**src/rtl/alu_arbiter_if.sv**
```systemverilog
// Bundle of the two requester ports, the shared-ALU port and the response port
// seen by alu_arbiter; the arbiter uses the slave view, the environment the master view.
interface alu_arbiter_if;
  logic        req0_valid;
  logic        req0_ready;
  logic [31:0] req0_A;
  logic [31:0] req0_B;
  logic [2:0]  req0_op;

  logic        req1_valid;
  logic        req1_ready;
  logic [31:0] req1_A;
  logic [31:0] req1_B;
  logic [2:0]  req1_op;

  logic [31:0] alu_A;
  logic [31:0] alu_B;
  logic [2:0]  alu_ALUOp;
  logic [31:0] alu_C;

  logic        rsp_valid;
  logic        rsp_ready;
  logic        rsp_id;
  logic [31:0] rsp_C;

  modport slave (
    input  req0_valid, req0_A, req0_B, req0_op,
    output req0_ready,
    input  req1_valid, req1_A, req1_B, req1_op,
    output req1_ready,
    output alu_A, alu_B, alu_ALUOp,
    input  alu_C,
    output rsp_valid, rsp_id, rsp_C,
    input  rsp_ready
  );

  modport master (
    output req0_valid, req0_A, req0_B, req0_op,
    input  req0_ready,
    output req1_valid, req1_A, req1_B, req1_op,
    input  req1_ready,
    input  alu_A, alu_B, alu_ALUOp,
    output alu_C,
    input  rsp_valid, rsp_id, rsp_C,
    output rsp_ready
  );
endinterface

```
**src/rtl/alu_arbiter.sv**
```systemverilog
// Two-requester arbiter in front of a shared combinational ALU, with a single
// response buffer that sustains one operation per cycle.
module alu_arbiter #(
  parameter bit RR = 1'b1
) (
  input  logic          clk,
  input  logic          reset,
  alu_arbiter_if.slave  bus
);

  logic        r_last_grant;
  logic        r_rsp_valid;
  logic        r_rsp_id;
  logic [31:0] r_rsp_C;

  logic        w_buf_free;
  logic        w_any_valid;
  logic        w_grant;
  logic        w_accept;

  // Buffer is reusable when empty or being drained in this same cycle.
  assign w_buf_free  = !r_rsp_valid || bus.rsp_ready;
  assign w_any_valid = bus.req0_valid || bus.req1_valid;
  assign w_accept    = reset && w_buf_free && w_any_valid;

  always_comb begin
    w_grant = 1'b0;
    if (bus.req0_valid && bus.req1_valid) begin
      w_grant = RR ? ~r_last_grant : 1'b0;
    end else if (bus.req1_valid) begin
      w_grant = 1'b1;
    end
  end

  assign bus.req0_ready = reset && w_buf_free && bus.req0_valid && !w_grant;
  assign bus.req1_ready = reset && w_buf_free && bus.req1_valid &&  w_grant;

  // Operands follow the grant even while the buffer is blocked.
  always_comb begin
    bus.alu_A     = 32'd0;
    bus.alu_B     = 32'd0;
    bus.alu_ALUOp = 3'd0;
    if (w_any_valid) begin
      if (w_grant) begin
        bus.alu_A     = bus.req1_A;
        bus.alu_B     = bus.req1_B;
        bus.alu_ALUOp = bus.req1_op;
      end else begin
        bus.alu_A     = bus.req0_A;
        bus.alu_B     = bus.req0_B;
        bus.alu_ALUOp = bus.req0_op;
      end
    end
  end

  always_ff @(posedge clk or negedge reset) begin
    if (!reset) begin
      r_rsp_valid  <= 1'b0;
      r_rsp_id     <= 1'b0;
      r_rsp_C      <= 32'd0;
      r_last_grant <= 1'b1;
    end else begin
      if (w_accept) begin
        r_rsp_valid  <= 1'b1;
        r_rsp_C      <= bus.alu_C;
        r_rsp_id     <= w_grant;
        r_last_grant <= w_grant;
      end else if (bus.rsp_ready) begin
        r_rsp_valid  <= 1'b0;
      end
    end
  end

  assign bus.rsp_valid = r_rsp_valid;
  assign bus.rsp_id    = r_rsp_id;
  assign bus.rsp_C     = r_rsp_C;

endmodule

```
**src/flat_wrapper.sv**
```systemverilog
// flat-port wrapper written by rule: the top's interface ports become plain ports
module alu_arbiter_flat 
#(
  parameter bit RR = 1'b1
)
  (clk, reset, bus_req0_valid, bus_req0_A, bus_req0_B, bus_req0_op, bus_req0_ready, bus_req1_valid, bus_req1_A, bus_req1_B, bus_req1_op, bus_req1_ready, bus_alu_A, bus_alu_B, bus_alu_ALUOp, bus_alu_C, bus_rsp_valid, bus_rsp_id, bus_rsp_C, bus_rsp_ready);
  alu_arbiter_if bus_i ();
  input  logic clk;
  input  logic reset;
  input wire logic [$bits(bus_i.req0_valid)-1:0] bus_req0_valid;
  input wire logic [$bits(bus_i.req0_A)-1:0] bus_req0_A;
  input wire logic [$bits(bus_i.req0_B)-1:0] bus_req0_B;
  input wire logic [$bits(bus_i.req0_op)-1:0] bus_req0_op;
  output wire logic [$bits(bus_i.req0_ready)-1:0] bus_req0_ready;
  input wire logic [$bits(bus_i.req1_valid)-1:0] bus_req1_valid;
  input wire logic [$bits(bus_i.req1_A)-1:0] bus_req1_A;
  input wire logic [$bits(bus_i.req1_B)-1:0] bus_req1_B;
  input wire logic [$bits(bus_i.req1_op)-1:0] bus_req1_op;
  output wire logic [$bits(bus_i.req1_ready)-1:0] bus_req1_ready;
  output wire logic [$bits(bus_i.alu_A)-1:0] bus_alu_A;
  output wire logic [$bits(bus_i.alu_B)-1:0] bus_alu_B;
  output wire logic [$bits(bus_i.alu_ALUOp)-1:0] bus_alu_ALUOp;
  input wire logic [$bits(bus_i.alu_C)-1:0] bus_alu_C;
  output wire logic [$bits(bus_i.rsp_valid)-1:0] bus_rsp_valid;
  output wire logic [$bits(bus_i.rsp_id)-1:0] bus_rsp_id;
  output wire logic [$bits(bus_i.rsp_C)-1:0] bus_rsp_C;
  input wire logic [$bits(bus_i.rsp_ready)-1:0] bus_rsp_ready;
  assign bus_i.req0_valid = bus_req0_valid;
  assign bus_i.req0_A = bus_req0_A;
  assign bus_i.req0_B = bus_req0_B;
  assign bus_i.req0_op = bus_req0_op;
  assign bus_req0_ready = bus_i.req0_ready;
  assign bus_i.req1_valid = bus_req1_valid;
  assign bus_i.req1_A = bus_req1_A;
  assign bus_i.req1_B = bus_req1_B;
  assign bus_i.req1_op = bus_req1_op;
  assign bus_req1_ready = bus_i.req1_ready;
  assign bus_alu_A = bus_i.alu_A;
  assign bus_alu_B = bus_i.alu_B;
  assign bus_alu_ALUOp = bus_i.alu_ALUOp;
  assign bus_i.alu_C = bus_alu_C;
  assign bus_rsp_valid = bus_i.rsp_valid;
  assign bus_rsp_id = bus_i.rsp_id;
  assign bus_rsp_C = bus_i.rsp_C;
  assign bus_i.rsp_ready = bus_rsp_ready;
  alu_arbiter #(.RR(RR)) u_core (.clk(clk), .reset(reset), .bus(bus_i));
endmodule
```
**config.mk**
```make
export PLATFORM = sky130hd
export DESIGN_NAME = alu_arbiter_flat
export DESIGN_NICKNAME = d
export VERILOG_FILES = /design/src/rtl/alu_arbiter_if.sv /design/src/rtl/alu_arbiter.sv /design/src/flat_wrapper.sv
export SDC_FILE = /design/constraint.sdc
export NUM_CORES = 1
export LEC_CHECK = 0
export CAP_MARGIN = 25
export CORE_AREA = 3 3 106 108
export DETAILED_ROUTE_END_ITERATION = 8
export DIE_AREA = 0 0 109 111
export DONT_BUFFER_PORTS = 1
export GPL_TIMING_DRIVEN = 0
export MAX_ROUTING_LAYER = met4
export PLACE_DENSITY = 0.34
export SKIP_LAST_GASP = 1
export SLEW_MARGIN = 20
export SYNTH_ARGS = -nofsm -noshare
export SYNTH_HDL_FRONTEND = slang
export SYNTH_SLANG_ARGS = --single-unit
export TNS_END_PERCENT = 10
```
**constraint.sdc**
```tcl
create_clock -name clk -period 2.7 [get_ports clk]
set_input_delay 0.27 -clock clk [delete_from_list [all_inputs] [get_ports clk]]
set_output_delay 0.27 -clock clk [all_outputs]
set_load 0.02 [all_outputs]
```
* Yosys cells after proc, flatten, opt, wreduce, memory -nomap -nowiden *
Index checks and enable logic that the tools add are counted.

operators by class
  muxes and demuxes = 10
  bitwise gates (word level) = 1
  reductions and logical operators = 12

operators with widths
  kind                count
  32-bit 2-to-1 mux   4
  1-bit logical AND   7
  3-bit 2-to-1 mux    2
  1-bit 2-to-1 mux    4
  1-bit zero test     2
  1-bit logical OR    2
  2-bit nonzero test  1
  1-bit inverter      1

storage, ports and cells
  register bits after elaboration = 35
  logic and storage cells = 27

* Logic depth before layout (Yosys ltp) *
Gate-level depths: netlist of the first run.

  depth in word-level cells = 5
  mapped depth = 6
  depth with buffers taken out = 3

* Least setup slack after synthesis of the first run *
No wires, ideal clock.

  path type = input port to output port
  start = in bus_req0_valid
  end = out bus_alu_ALUOp[0]
  arrival = 1.366 ns
  path slack = 1.064 ns
  stages on the path = 5
  cell sequence = buf_2 > buf_2 > buf_2 > nand2_1 > o21ai_0

on the way
  cells in the longest elaborated chain, start to end = 4

RTL lines
  what                  RTL line            RTL
  start: declaration    flat_wrapper.sv:10  input wire logic [$bits(bus_i.req0_valid)-1:0] bus_req0_valid;
  1-bit logical AND     alu_arbiter.sv:28   if (bus.req0_valid && bus.req1_valid) begin
  1-bit 2-to-1 mux      alu_arbiter.sv:28
  3-bit 2-to-1 mux      alu_arbiter.sv:44   if (w_grant) begin
  3-bit 2-to-1 mux (*)  alu_arbiter.sv:43   if (w_any_valid) begin
  end: declaration      flat_wrapper.sv:22  output wire logic [$bits(bus_i.alu_ALUOp)-1:0] bus_alu_ALUOp;

Every way passes the cells marked *; elsewhere a longest branch is shown, timed or not.

* Worst setup path in the final report of the first run *
  start = reg u_core.r_last_grant
  end = out bus_alu_A[2]

on the way
  cells in the longest elaborated chain, start to end = 4

RTL lines
  what                      RTL line            RTL
  start: declaration        alu_arbiter.sv:11   logic r_last_grant;
  start signal: assignment  alu_arbiter.sv:67   r_last_grant <= w_grant;
  1-bit inverter            alu_arbiter.sv:29   w_grant = RR ? ~r_last_grant : 1'b0;
  1-bit 2-to-1 mux          alu_arbiter.sv:28
  32-bit 2-to-1 mux         alu_arbiter.sv:44
  32-bit 2-to-1 mux         alu_arbiter.sv:43
  end: declaration          flat_wrapper.sv:20  output wire logic [$bits(bus_i.alu_A)-1:0] bus_alu_A;

Every way passes these cells.

==> flow_summary.json, run 1 <==
{
  "status": "finished, final reports clean",
  "core_area_sq_mm": 0.0103,
  "hpwl_um": 7290,
  "hp-class": "input pin to flop",
  "syn_nets": 474,
  "num-fill-cells": 1152,
  "timing.hold.ws_ns": 0.124,
  "layout-drive-gt1-share": 0.202,
  "final_cell_mix": "nand2_1 (135), o21ai_0 (55), dfrtp_1 (34), mux2_2 (30), o21ai_1 (12)",
  "tns_ns": 0,
  "clkTransAtPathRegs_ns": 0.06,
  "worst-path-max-fanout": 10,
  "register_area_sq_um": 877,
  "fmax_mhz": 458,
  "finalCritPeriodShare": 0.808,
  "drtIter0Drc": 125,
  "cts_made_buffers": 5,
  "ys_warn_count": 0,
  "rr_worst_depth": 4,
  "start_util": 0.227,
  "yosys-top-cells-area": "dfrtp_1 (36%), nand2_1 (22%), mux2_2 (14%)",
  "rows": 37,
  "grt_pass1_vias": 2126,
  "period_minus_slack_ns": 2.18,
  "htree_num_levels": 2,
  "io_buffer_count": 0,
  "grt_max_degree": 36,
  "route.detailed.drc": 0,
  "worst_slew_pin_slew_ns": 0.916,
  "root_buffer": "clkbuf_8",
  "synth_top_area_frac": 0.363,
  "wl_um": 8800,
  "first_pass_iters": 4,
  "reg2reg_from": "u_core.bus.rsp_valid",
  "track_usage": 0.133,
  "nNetsFinal": 483,
  "max_cap_viol_count": 0,
  "cts.path.max_buffers": 2,
  "die_x_um": 109,
  "worst_hold_path.num_cells": 1,
  "power.total_mw": 1.73,
  "power_density_mw_per_mm2": 658,
  "final_common_cell": "nand2_1",
  "setup_viol": 0,
  "viasPerCell": 4.80,
  "cts.sinks": 35,
  "fin_util": 0.255,
  "synthCells": 303,
  "ios": 274,
  "drt.antenna.violating_nets": 0,
  "num_vias": 2154,
  "synth_cell_types": 20,
  "postCtsSetupBuffers": 0,
  "yosysTopAreaCell": "dfrtp_1",
  "worst_r2r_endpoint": "u_core.bus.rsp_C[16]",
  "multi_input_area_sq_mm": 0.00129,
  "startpoint_type": "flop",
  "place_congestion": 0.766,
  "insertion_delay_ns": 0.28,
  "area_growth_pct": 12.2,
  "p_leak_nw": 1.11,
  "arrival_ns": 1.91,
  "antenna_found_initial": 1,
  "hold_viol_final": 0,
  "drv_slew": 0,
  "die_h_um": 111,
  "rrSetupSlack_ns": 1.20,
  "postLayoutCellArea_sq_mm": 0.00263,
  "ir_drop_v": 0.000257,
  "hold_end": "u_core.bus.rsp_C[17]",
  "wl_per_cell_um": 19.6,
  "synth.avg_cell_area_sq_um": 7.73,
  "syn_area_sq_mm": 0.00234,
  "criticalPathCategory": "flop to output pin",
  "hp-start": "bus_alu_C[17]",
  "place_area_sq_mm": 0.00251,
  "skew_ns": 0.00539,
  "slew_headroom": 0.383,
  "cts_tree": "built",
  "yosys_register_bits": 35,
  "grt_pass1_wl_um": 12000,
  "rsz0062_at_grt": "no",
  "die-area_sq_mm": 0.0121,
  "ys_seq_area_frac": 0.374,
  "cp.required_ns": 2.43,
  "crit_path_end_kind": "output pin",
  "grt.overflow.total": 0
}
==> metal layers <==
metal  global-route usage  share of wire  vias up  wire length, um
met4               0.0202         0.0077        0               68
met3               0.0408          0.096        2              846
met1                0.144           0.37      984             3250
met5                    -              0        -                0
met2                0.239           0.53      152             4630
li1                     -              -     1016                -
==> report_power, final <==
group | internal (mW) | leakage, nW | switching [mW]
logic | 0.179 | 0.661 | 0.378
clock network | 0.176 | 0.0440 | 0.184
registers | 0.624 | 0.409 | 0.188
==> worst max-delay path by stage <==
| stage | end | from | slack, ns |
|---|---|---|---|
| after detailed placement | bus_alu_B[19] | bus_req0_valid | 0.64 |
| final | bus_alu_A[2] | u_core.r_last_grant | 0.52 |
| after global placement | bus_alu_B[19] | bus_req0_valid | 0.62 |
| after floorplan | bus_alu_ALUOp[0] | bus_req0_valid | 1.06 |
| after global routing | bus_alu_A[2] | u_core.r_last_grant | 0.46 |
| after CTS | bus_alu_A[2] | u_core.r_last_grant | 0.48 |
==> flip-flops by register name, summed over array words and instances (netlist names) <==
register / cells
u_core.r_last_grant: 1
u_core.bus.rsp_C: 32
u_core.bus.rsp_valid: 1
u_core.bus.rsp_id: 1
==> cell type report <==
class,instances,share of cell area
diodes,1,0.000952
plain buffers,25,0.0671
clock buffers,5,0.0262
clock inverters,2,0.00524
multi-input cells,243,0.491
flip-flops and latches,35,0.334
well taps,136,0.0647
repair buffers,2,0.0114
==> cell families after synthesis <==
logic type | after synthesis | synth area share
buffers and inverters | 25 | 0.0753
muxes | 32 | 0.154
DFF | 35 | 0.374
AOI/OAI and AO/OA | 71 | 0.168
and+or+nand+nor | 140 | 0.229
==> critical path, stage by stage, from the launching register on <==
cell and delay (ns):
dfstp_2 0.56, a21boi_4 0.11, clkbuf_2 0.22, o21ai_0 0.74
==> Yosys cell counts <==
cell / n
nand2_1: 135
o21ai_0: 55
dfrtp_1: 34
mux2_2: 30
o21ai_1: 12
buf_6: 9
buf_2: 6
clkbuf_2: 6
clkbuf_1: 4
mux2_1: 2
a21boi_4: 1
a21o_1: 1
a32o_1: 1
and3_1: 1
dfstp_2: 1
nand2b_2: 1
nand3_1: 1
nor2_1: 1
nor2b_1: 1
o211ai_4: 1
==> stage by stage <==
step           setup WS [ns]  cells
3_3_place_gp           0.622    439
4_1_cts                0.476    448
6_report               0.518    449
2_1_floorplan           1.06    303
3_5_place_dp           0.642    439
5_1_grt                0.464    449
==> what timing repair did <==
| action | 4_1_cts | 5_1_grt |
|---|---|---|
| endpoints found under the hold margin | 35 | 0 |
| hold buffers | 2 | 0 |
| resized for setup | 0 | 0 |
No activity file was read; power rests on OpenSTA's default activity.
==> run 2, diff against run 1 <==
==> constraint.sdc (replaced) <==
create_clock -name clk -period 2.1 [get_ports clk]
set_input_delay 0.21 -clock clk [delete_from_list [all_inputs] [get_ports clk]]
set_output_delay 0.21 -clock clk [all_outputs]
set_load 0.02 [all_outputs]
==> flow_summary.json, run 2 (synthesized netlist as in run 1, its figures left out) <==
{
  "grt_pass1_vias": 2126,
  "register_area_sq_um": 877,
  "hp-start": "bus_alu_C[17]",
  "htree_num_levels": 2,
  "final_common_cell": "nand2_1",
  "wl_per_cell_um": 19.6,
  "worst_slew_pin_slew_ns": 0.805,
  "worst_hold_path.num_cells": 1,
  "area_growth_pct": 12.2,
  "drv_slew": 0,
  "final_cells": 449,
  "num-fill-cells": 1152,
  "place_area_sq_mm": 0.00251,
  "setup_viol": 0,
  "slew_headroom": 0.457,
  "timing.hold.ws_ns": 0.0639,
  "viasPerCell": 4.83,
  "grt.overflow.total": 0,
  "period_minus_slack_ns": 2.04,
  "criticalPathCategory": "flop to output pin",
  "core_area_sq_mm": 0.0103,
  "grt_max_degree": 36,
  "status": "finished, final reports clean",
  "place_congestion": 0.766,
  "worst_path_max_delay_cell": "o21ai_0",
  "reg2reg_from": "u_core.bus.rsp_valid",
  "ios": 274,
  "root_buffer": "clkbuf_8",
  "rr_worst_depth": 4,
  "p_leak_nw": 1.11,
  "nNetsFinal": 483,
  "cts_tree": "built",
  "wl_um": 8810,
  "worst_r2r_endpoint": "u_core.bus.rsp_C[16]",
  "route.detailed.drc": 0,
  "startpoint_type": "flop",
  "finalCritPeriodShare": 0.973,
  "slowest_delay_ns": 0.67,
  "max_cap_viol_count": 0,
  "track_usage": 0.133,
  "crit_path_end_kind": "output pin",
  "hp-class": "input pin to flop",
  "die-area_sq_mm": 0.0121,
  "insertion_delay_ns": 0.28,
  "cts_made_buffers": 5,
  "antenna_found_initial": 1,
  "arrival_ns": 1.83,
  "power.total_mw": 2.22,
  "hold_end": "u_core.bus.rsp_C[17]",
  "cts.path.max_buffers": 2,
  "start_util": 0.227,
  "dp_cells": 439,
  "worst-path-max-fanout": 10,
  "skew_ns": 0.00539,
  "rrSetupSlack_ns": 0.60,
  "cp.required_ns": 1.89,
  "grt_pass1_wl_um": 12000,
  "layout-drive-gt1-share": 0.202,
  "largest_reg_flops": 32,
  "num_vias": 2168,
  "clkTransAtPathRegs_ns": 0.06,
  "cts.sinks": 35,
  "postCtsSetupBuffers": 0,
  "hold_viol_final": 0,
  "multi_input_area_sq_mm": 0.00129,
  "drtIter0Drc": 126,
  "die_x_um": 109,
  "drt.antenna.violating_nets": 0,
  "postLayoutCellArea_sq_mm": 0.00263,
  "io_buffer_count": 0,
  "ir_drop_v": 0.000330,
  "rows": 37,
  "tns_ns": 0,
  "die_h_um": 111,
  "first_pass_iters": 4,
  "fmax_mhz": 490,
  "power_density_mw_per_mm2": 846,
  "rsz0062_at_grt": "yes",
  "hpwl_um": 7290,
  "path_cells": "a21boi_4 > clkbuf_2 > o21ai_0",
  "final_cell_mix": "nand2_1 (135), o21ai_0 (53), dfrtp_1 (34), mux2_2 (30), o21ai_1 (14)"
}
-- run 2: repair_timing --
action	CTS	global route
hold buffers	2	0
hold endpoints to repair	35	0
gates cloned	0	0
endpoints found under the setup margin	2	8
resized for setup	1	1
-- run 2: worst max path at each step --
stage / startpoint / to / slack, ns / cells past startpoint
3_5_place_dp: bus_req0_valid / bus_alu_B[19] / 0.16 / 5
4_1_cts: u_core.r_last_grant / bus_alu_A[25] / -0.01 / 3
5_1_grt: u_core.r_last_grant / bus_alu_B[19] / -0.05 / 3
2_1_floorplan: bus_req0_valid / bus_alu_ALUOp[0] / 0.58 / 5
6_report: u_core.r_last_grant / bus_alu_A[30] / 0.06 / 3
3_3_place_gp: bus_req0_valid / bus_alu_B[19] / 0.14 / 5
-- run 2: area by class of cell --
class / instances / area share
Timing Repair Buffer: 2 / 0.0114
Tap cell: 136 / 0.0647
Multi-Input combinational cell: 243 / 0.491
Antenna cell: 1 / 0.000952
Clock inverter: 2 / 0.00524
Clock buffer: 5 / 0.0262
Sequential cell: 35 / 0.334
Buffer: 25 / 0.0671
-- run 2: power by group --
part	switching [mW]	total [mW]	internal, mW
Sequential	0.242	1.04	0.802
Combinational	0.487	0.717	0.231
Clock	0.236	0.463	0.226
Total	0.965	2.22	1.26
-- run 2: per-layer routing --
layer,global-route usage,wire (um),vias to the layer above
li1,-,-,1016
met1,0.144,3270,988
met2,0.239,4630,160
met3,0.0408,839,4
met4,0.0202,75,0
met5,-,0,-
-- run 2: critical path, delay by kind of cell (launching register included) --
kind | cells | cell delay (ns)
compound gates | 2 | 0.78
buf+inv | 1 | 0.20
flops | 1 | 0.56
-- run 2: metrics by stage --
stage / util / setup slack (ns)
final: 0.255 / 0.0573
after global routing: 0.255 / -0.0487
after CTS: 0.254 / -0.0128
after detailed placement: 0.243 / 0.162
after global placement: 0.243 / 0.142
after floorplan: - / 0.584
